`src/rtl/psram_arb_pkg.sv`:
```
`default_nettype none
// ============================================================================
//  Module      : psram_arb_pkg
//  Description : Shared types and constants for the two-master PSRAM arbiter
//  Revision    : 1.0 - initial release
// ============================================================================
package psram_arb_pkg;

   // Watchdog counter width
   localparam int WDT_W = 16;

   // Master identifiers used for the owner / last-granted registers
   localparam logic MASTER_IFETCH = 1'b0;
   localparam logic MASTER_DATA   = 1'b1;

   // Arbiter state encoding
   typedef enum logic [1:0] {
      IDLE  = 2'd0,
      OWN   = 2'd1,
      DRAIN = 2'd2,
      GAP   = 2'd3
   } arb_state_t;

endpackage
`default_nettype wire

```
`src/rtl/bus_watchdog.sv`:
```
`default_nettype none
// ============================================================================
//  Module      : bus_watchdog
//  Description : Saturating clock counter that flags a missing slave ack once
//                the count reaches a limit; limit 0 disables it
//  Revision    : 1.0 - initial release
// ============================================================================
module bus_watchdog
   import psram_arb_pkg::*;
(
   input  logic             clk_i,
   input  logic             rst_i,
   input  logic             i_en,
   input  logic             i_clr,
   input  logic [WDT_W-1:0] i_limit,
   output logic             o_timeout
);

   logic [WDT_W-1:0] r_cnt;
   logic             w_enabled;

   assign w_enabled = (i_limit != '0);

   // Count waiting clocks, hold at the limit, restart whenever cleared
   always_ff @(posedge clk_i) begin
      if (rst_i || i_clr || !w_enabled) begin
         r_cnt <= '0;
      end else if (i_en && (r_cnt != i_limit)) begin
         r_cnt <= r_cnt + 1'b1;
      end
   end

   // Timeout only while still waiting, so an ack on the limit clock wins
   assign o_timeout = w_enabled && i_en && (r_cnt == i_limit);

endmodule
`default_nettype wire

```
`src/rtl/psram_arbiter.sv`:
```
`default_nettype none
// ============================================================================
//  Module      : psram_arbiter
//  Description : Two-master Wishbone arbiter in front of the PSRAM controller
//                with registered grants, an idle gap between owners and a
//                per-strobe ack watchdog
//  Revision    : 1.0 - initial release
// ============================================================================
module psram_arbiter
   import psram_arb_pkg::*;
#(
   parameter logic             FIXED_PRIORITY = 1'b0,
   parameter logic [WDT_W-1:0] TIMEOUT_CLKS   = 16'd256
) (
   input  logic        clk_i,
   input  logic        rst_i,
   input  logic        m0_stb_i,
   input  logic        m0_cyc_i,
   input  logic        m0_we_i,
   input  logic [3:0]  m0_sel_i,
   input  logic [21:0] m0_addr_i,
   input  logic [31:0] m0_data_i,
   output logic        m0_ack_o,
   output logic        m0_err_o,
   output logic [31:0] m0_data_o,
   input  logic        m1_stb_i,
   input  logic        m1_cyc_i,
   input  logic        m1_we_i,
   input  logic [3:0]  m1_sel_i,
   input  logic [21:0] m1_addr_i,
   input  logic [31:0] m1_data_i,
   output logic        m1_ack_o,
   output logic        m1_err_o,
   output logic [31:0] m1_data_o,
   output logic        s_stb_o,
   output logic        s_cyc_o,
   output logic        s_we_o,
   output logic [3:0]  s_sel_o,
   output logic [21:0] s_addr_o,
   output logic [31:0] s_data_o,
   input  logic        s_ack_i,
   input  logic [31:0] s_data_i
);

   arb_state_t  r_state;
   arb_state_t  w_state_nxt;
   logic        r_owner;
   logic        r_last;
   logic        w_req0;
   logic        w_req1;
   logic        w_grant;
   logic        w_o_stb;
   logic        w_o_cyc;
   logic        w_o_we;
   logic [3:0]  w_o_sel;
   logic [21:0] w_o_addr;
   logic [31:0] w_o_data;
   logic        w_wdt_en;
   logic        w_timeout;
   logic        w_ack;
   logic        w_err;

   assign w_req0 = m0_cyc_i & m0_stb_i;
   assign w_req1 = m1_cyc_i & m1_stb_i;

   // Owner's bus signals before any watchdog forcing
   assign w_o_stb  = (r_owner == MASTER_DATA) ? m1_stb_i  : m0_stb_i;
   assign w_o_cyc  = (r_owner == MASTER_DATA) ? m1_cyc_i  : m0_cyc_i;
   assign w_o_we   = (r_owner == MASTER_DATA) ? m1_we_i   : m0_we_i;
   assign w_o_sel  = (r_owner == MASTER_DATA) ? m1_sel_i  : m0_sel_i;
   assign w_o_addr = (r_owner == MASTER_DATA) ? m1_addr_i : m0_addr_i;
   assign w_o_data = (r_owner == MASTER_DATA) ? m1_data_i : m0_data_i;

   // Read data goes to both masters; only the owner's ack qualifies it
   assign m0_data_o = s_data_i;
   assign m1_data_o = s_data_i;

   // Watchdog runs while the owner strobes and the slave has not acked
   assign w_wdt_en = (r_state == OWN) && w_o_stb && !s_ack_i;

   bus_watchdog u_wdt (
      .clk_i     (clk_i),
      .rst_i     (rst_i),
      .i_en      (w_wdt_en),
      .i_clr     (!w_wdt_en),
      .i_limit   (TIMEOUT_CLKS),
      .o_timeout (w_timeout)
   );

   // Arbitration choice: lone requester wins, ties by priority mode
   always_comb begin
      w_grant = MASTER_IFETCH;
      if (w_req0 && w_req1) begin
         w_grant = FIXED_PRIORITY ? MASTER_DATA : ~r_last;
      end else if (w_req1) begin
         w_grant = MASTER_DATA;
      end
   end

   // State, owner and round-robin history registers
   always_ff @(posedge clk_i) begin
      if (rst_i) begin
         r_state <= IDLE;
         r_owner <= MASTER_IFETCH;
         r_last  <= MASTER_DATA;
      end else begin
         r_state <= w_state_nxt;
         if ((r_state == IDLE) && (w_req0 || w_req1)) begin
            r_owner <= w_grant;
            r_last  <= w_grant;
         end
      end
   end

   // Next-state decode; owner dropping cyc always goes through GAP
   always_comb begin
      w_state_nxt = r_state;
      case (r_state)
         IDLE:    if (w_req0 || w_req1) w_state_nxt = OWN;
         OWN: begin
            if (!w_o_cyc)       w_state_nxt = GAP;
            else if (w_timeout) w_state_nxt = DRAIN;
         end
         DRAIN:   if (!w_o_cyc) w_state_nxt = GAP;
         GAP:     w_state_nxt = IDLE;
         default: w_state_nxt = IDLE;
      endcase
   end

   // Slave-side forwarding and owner ack/err generation
   always_comb begin
      s_stb_o  = 1'b0;
      s_cyc_o  = 1'b0;
      s_we_o   = 1'b0;
      s_sel_o  = '0;
      s_addr_o = '0;
      s_data_o = '0;
      w_ack    = 1'b0;
      w_err    = 1'b0;
      case (r_state)
         OWN: begin
            s_stb_o  = w_o_stb & ~w_timeout;
            s_cyc_o  = w_o_cyc & ~w_timeout;
            s_we_o   = w_o_we;
            s_sel_o  = w_o_sel;
            s_addr_o = w_o_addr;
            s_data_o = w_o_data;
            w_ack    = s_ack_i;
            w_err    = w_timeout;
         end
         DRAIN:   w_err = w_o_stb;
         default: ;
      endcase
      m0_ack_o = w_ack & (r_owner == MASTER_IFETCH);
      m1_ack_o = w_ack & (r_owner == MASTER_DATA);
      m0_err_o = w_err & (r_owner == MASTER_IFETCH);
      m1_err_o = w_err & (r_owner == MASTER_DATA);
   end

endmodule
`default_nettype wire

```
`config.mk`:
```
export PLATFORM = sky130hd
export DESIGN_NAME = psram_arbiter
export DESIGN_NICKNAME = d
export VERILOG_FILES = /design/src/rtl/psram_arb_pkg.sv /design/src/rtl/bus_watchdog.sv /design/src/rtl/psram_arbiter.sv
export SDC_FILE = /design/constraint.sdc
export NUM_CORES = 1
export LEC_CHECK = 0
export BUFFER_PORTS_ARGS = -buffer_cell sky130_fd_sc_hd__buf_2
export CORE_AREA = 2 2 110 112
export CTS_CLUSTER_SIZE = 8
export DETAILED_ROUTE_END_ITERATION = 6
export DIE_AREA = 0 0 112 114
export PLACE_DENSITY_LB_ADDON = 0.25
export SLEW_MARGIN = 0
export SYNTH_ARGS = -nofsm -noshare
export SYNTH_HDL_FRONTEND = slang
export SYNTH_SLANG_ARGS = --single-unit
```
`constraint.sdc`:
```
create_clock -name clk_i -period 2.4 [get_ports clk_i]
set_input_delay 0.24 -clock clk_i [delete_from_list [all_inputs] [get_ports clk_i]]
set_output_delay 0.24 -clock clk_i [all_outputs]
set_load 0.02 [all_outputs]
```
==> impl_metrics.xml <==
<?xml version="1.0" encoding="UTF-8"?>
<metrics>
  <group name="clock_network">
    <metric name="reg_clk_slew_reported_paths" unit="ns">0.06</metric>
    <metric name="post_cts_buffers" unit="">0</metric>
    <metric name="cts_buffer_depth" unit="">2</metric>
    <metric name="cts-resized-gates" unit="">0</metric>
    <metric name="cts.hold.buffers_added" unit="">0</metric>
    <metric name="tritoncts_buffers" unit="">3</metric>
    <metric name="cts.root.buffer_cell" unit="">sky130_fd_sc_hd__clkbuf_16</metric>
    <metric name="clk-insertion-delay-late" unit="ns">0.25</metric>
    <metric name="htreeDepth" unit="">1</metric>
    <metric name="cts_tree" unit="">built</metric>
    <metric name="cts_num_sinks" unit="">20</metric>
  </group>
  <group name="final_layout">
    <metric name="nFillCells" unit="">1315</metric>
    <metric name="insertedDiodeCount" unit="">0</metric>
    <metric name="seq_area" unit="um^2">404.1</metric>
    <metric name="drive_gt1_frac" unit="">0.4410</metric>
    <metric name="final_core_utilization" unit="">0.2895</metric>
    <metric name="final_nets" unit="">621</metric>
    <metric name="areaGrowthSynthToFinish" unit="%">25.87</metric>
    <metric name="multiInputGateArea" unit="um^2">1699</metric>
  </group>
  <group name="yosys">
    <metric name="synth_mux_area_frac" unit="">0.2387</metric>
    <metric name="yosys_register_bits" unit="">20</metric>
    <metric name="synth_top_flop_cell" unit="">sky130_fd_sc_hd__dfxtp_1</metric>
    <metric name="synthAdderAreaFrac" unit="">0.02322</metric>
    <metric name="mappedNetlistNets" unit="">508</metric>
    <metric name="main_combinational_cell_family_by_area_after_synthesis" unit="">simple AND/OR/NAND/NOR gates</metric>
    <metric name="syn-mean-instance-area" unit="um^2">7.786</metric>
    <metric name="synth_cell_types" unit="">39</metric>
    <metric name="parity_gate_share_of_the_synthesized_area_counting_xor_and_xnor_cells" unit="">0.003251</metric>
    <metric name="number_of_instances_in_the_synthesized_netlist" unit="">346</metric>
    <metric name="synth_compound_gate_area_share" unit="">0.09243</metric>
    <metric name="synth_edf_count" unit="">0</metric>
    <metric name="ys_async_sr_fraction" unit="">0</metric>
    <metric name="synth_sequential_area_ratio" unit="">0.1486</metric>
    <metric name="yosys.area_share.simple" unit="">0.2722</metric>
    <metric name="netlist.area_leader.share" unit="">0.2304</metric>
    <metric name="synthesis.yosys.warnings" unit="">0</metric>
    <metric name="synthTopCellsByArea" unit="">sky130_fd_sc_hd__mux2i_1, sky130_fd_sc_hd__buf_4, sky130_fd_sc_hd__dfxtp_1, sky130_fd_sc_hd__nor2b_1, sky130_fd_sc_hd__a21oi_1</metric>
    <metric name="synth.largest_area_cell" unit="">sky130_fd_sc_hd__mux2i_1</metric>
    <metric name="netlist_area" unit="um^2">2694</metric>
  </group>
  <group name="detailed_routing">
    <metric name="drt_first_pass_iters" unit="">4</metric>
    <metric name="drt-initial-drc-count" unit="">85</metric>
    <metric name="dr_total_vias" unit="">2779</metric>
    <metric name="detail_route.vias_per_cell" unit="">4.593</metric>
    <metric name="wirelength" unit="um">9494</metric>
    <metric name="final_antenna_net_count" unit="">0</metric>
    <metric name="routedWlPerCell" unit="um">15.69</metric>
    <metric name="post-route-drc-count" unit="">0</metric>
  </group>
  <group name="placed_design">
    <metric name="placement.io_buffers" unit="">189</metric>
    <metric name="dp.final_hpwl" unit="um">7864</metric>
    <metric name="globalplace.congestion" unit="">0.8263</metric>
  </group>
  <group name="floorplan">
    <metric name="die_x" unit="um">112</metric>
    <metric name="initial_utilization" unit="">0.2300</metric>
    <metric name="fp.dieArea" unit="um^2">12770</metric>
    <metric name="vertical_die_dimension" unit="um">114</metric>
    <metric name="floorplan.core_area" unit="um^2">11710</metric>
    <metric name="floorplan.rows" unit="">40</metric>
    <metric name="io-pin-count" unit="">286</metric>
  </group>
  <group name="critical_path">
    <metric name="critPathKind" unit="">reg -&gt; out</metric>
    <metric name="required" unit="ns">2.16</metric>
    <metric name="worst-r2r-setup-slack" unit="ns">0.37</metric>
    <metric name="crit_path_cell_trace" unit="">inv_1, ha_1, nor4bb_1, and4_1, nand2_1, and3b_1, buf_2</metric>
    <metric name="cp_data_arrival_time" unit="ns">1.82</metric>
    <metric name="reg2reg_depth" unit="">6</metric>
    <metric name="cp_slowest_cell" unit="">sky130_fd_sc_hd__dfxtp_1</metric>
    <metric name="startpoint_type" unit="">flop</metric>
    <metric name="critical_path.endpoint_type" unit="">output pin</metric>
    <metric name="timing.critical_path.slowest_cell_delay" unit="ns">0.32</metric>
    <metric name="crit_path_max_fanout" unit="">3</metric>
  </group>
  <group name="sta">
    <metric name="timing.slew.headroom" unit="">0.6114</metric>
    <metric name="finalSetupViolations" unit="">0</metric>
    <metric name="final.setup_skew" unit="ns">0.003963</metric>
    <metric name="layout_worst_path_cycle_share" unit="">0.8581</metric>
    <metric name="fmax" unit="MHz">485.5</metric>
    <metric name="final.setup.tns" unit="ns">0</metric>
    <metric name="slew_violations" unit="">0</metric>
    <metric name="rsz_0062_raised_after_global_routing" unit="">false</metric>
    <metric name="worstMarginPinSlew" unit="ns">0.5815</metric>
    <metric name="timing.final.crit_period" unit="ns">2.060</metric>
    <metric name="finalHoldViolations" unit="">0</metric>
  </group>
  <group name="global_route">
    <metric name="grt_max_degree" unit="">65</metric>
    <metric name="number_of_antenna_violations_at_the_first_check_in_global_routing" unit="">0</metric>
    <metric name="globalRouteOverflowTotal" unit="">0</metric>
    <metric name="groute.usage.overall" unit="">0.1328</metric>
    <metric name="wire_length_of_the_first_global_routing_pass" unit="um">13750</metric>
    <metric name="via_count_of_the_first_global_routing_pass" unit="">2600</metric>
  </group>
  <group name="run_status">
    <metric name="outcome" unit="">completed</metric>
  </group>
  <group name="flow_run">
    <metric name="cap_viol_max_count" unit="">0</metric>
  </group>
  <group name="power_and_ir_drop">
    <metric name="static-leakage-power" unit="uW">0.001526</metric>
    <metric name="ir_worst_vdd" unit="mV">0.3124</metric>
    <metric name="p_per_area" unit="nW/um^2">666.8</metric>
    <metric name="fin_total_pwr" unit="uW">2261</metric>
  </group>
  <group name="worst_hold_path">
    <metric name="worst_hold_path.num_cells" unit="">2</metric>
    <metric name="min_path_type" unit="">in -&gt; reg</metric>
  </group>
</metrics>
==> kinds of logic (layout without fill, tap and decap cells) <==
family,count (synthesis),in the layout
AOI/OAI and AO/OA,39,39
xor gates and xnor gates,1,1
adders and majority gates,5,5
buffers and inverters,93,205
DFF,20,20
muxes,64,64
and+or+nand+nor,124,124
==> Yosys cell counts (2+ instances only) <==
master / count
sky130_fd_sc_hd__mux2i_1: 62
sky130_fd_sc_hd__buf_1: 6
sky130_fd_sc_hd__or3_1: 2
sky130_fd_sc_hd__nor4_1: 2
sky130_fd_sc_hd__nor3_1: 2
sky130_fd_sc_hd__nor2b_1: 59
sky130_fd_sc_hd__clkbuf_1: 10
sky130_fd_sc_hd__and4_1: 2
sky130_fd_sc_hd__nand4_1: 3
sky130_fd_sc_hd__mux2_2: 2
sky130_fd_sc_hd__a21oi_1: 19
sky130_fd_sc_hd__nand3_1: 7
sky130_fd_sc_hd__nor2_1: 9
sky130_fd_sc_hd__inv_1: 9
sky130_fd_sc_hd__buf_4: 65
sky130_fd_sc_hd__buf_2: 2
sky130_fd_sc_hd__dfxtp_1: 20
sky130_fd_sc_hd__o31ai_1: 11
sky130_fd_sc_hd__nand2_1: 16
sky130_fd_sc_hd__nand2b_1: 3
sky130_fd_sc_hd__or4_1: 12
sky130_fd_sc_hd__and3_1: 2
sky130_fd_sc_hd__ha_1: 5
==> worst max-delay path: cells and delay by family, from the launching register on <==
| kind | cells | cell delay (ns) |
|---|---|---|
| simple gates | 4 | 0.86 |
| flops | 1 | 0.32 |
| buf+inv | 2 | 0.25 |
| fa+ha+maj | 1 | 0.14 |
==> cell usage in the layout, fill, tap and decap left out, types with 2 or more instances in the layout <==
master	n
sky130_fd_sc_hd__a21oi_1	19
sky130_fd_sc_hd__and3_1	2
sky130_fd_sc_hd__and4_1	2
sky130_fd_sc_hd__buf_2	189
sky130_fd_sc_hd__buf_4	2
sky130_fd_sc_hd__clkbuf_16	3
sky130_fd_sc_hd__dfxtp_1	19
sky130_fd_sc_hd__ha_1	4
sky130_fd_sc_hd__inv_1	9
sky130_fd_sc_hd__mux2_2	2
sky130_fd_sc_hd__mux2i_1	62
sky130_fd_sc_hd__nand2_1	16
sky130_fd_sc_hd__nand2b_1	3
sky130_fd_sc_hd__nand3_1	7
sky130_fd_sc_hd__nand4_1	3
sky130_fd_sc_hd__nor2_1	9
sky130_fd_sc_hd__nor2b_1	59
sky130_fd_sc_hd__nor3_1	2
sky130_fd_sc_hd__nor4_1	2
sky130_fd_sc_hd__o31ai_1	11
sky130_fd_sc_hd__or3_1	2
sky130_fd_sc_hd__or4_1	12
==> final timing paths <==
path                                                    from                            to
worst max-delay path             u_wdt.r_cnt[0]$_SDFFE_PP0P_                       s_cyc_o
worst min-delay path                                   rst_i          r_owner$_SDFFE_PP0P_
worst min register to register  u_wdt.r_cnt[15]$_SDFFE_PP0P_  u_wdt.r_cnt[15]$_SDFFE_PP0P_
worst max register to register   u_wdt.r_cnt[0]$_SDFFE_PP0P_       r_state[0]$_SDFFE_PP0P_
==> through the flow <==
step / hold WS, ns / setup slack, ns / instances / instance area, um^2
6_report: 0.1846 / 0.3404 / 605 / 3391
5_1_grt: 0.1997 / 0.1314 / 605 / 3391
4_1_cts: 0.1815 / 0.3198 / 605 / 3391
3_5_place_dp: 0.4557 / 0.3989 / 601 / 3302
3_3_place_gp: 0.4458 / 0.4240 / 601 / 3302
2_1_floorplan: 0.3124 / 0.5232 / 346 / 2694
==> layer usage <==
metal | vias up | global-route usage | part of all wire
met1 | 1242 | 0.1770 | 0.43
li1 | 1361 | - | -
met2 | 166 | 0.2073 | 0.44
met5 | - | 0 | 0
met4 | 0 | 0.01789 | 0.0084
met3 | 10 | 0.05526 | 0.13
==> registers in the layout (all words and copies together), names as in the netlist <==
signal       count
r_state          2
r_owner          1
u_wdt.r_cnt     16
r_last           1
==> where the power goes <==
part | switching [uW] | leakage (uW) | total (uW) | internal [uW]
logic | 896 | 0.00132 | 1500 | 604
clock network | 129 | 0.0000442 | 384 | 254
registers | 22.8 | 0.000162 | 377 | 355
==> area by class of cell <==
class,instances,area share
timing repair buffer,192,0.2893
inverter,9,0.009963
clock buffer,4,0.02620
multi-input combinational,233,0.5011
sequential,20,0.1192
tap,147,0.05424
(Power assumes the default switching activity.)
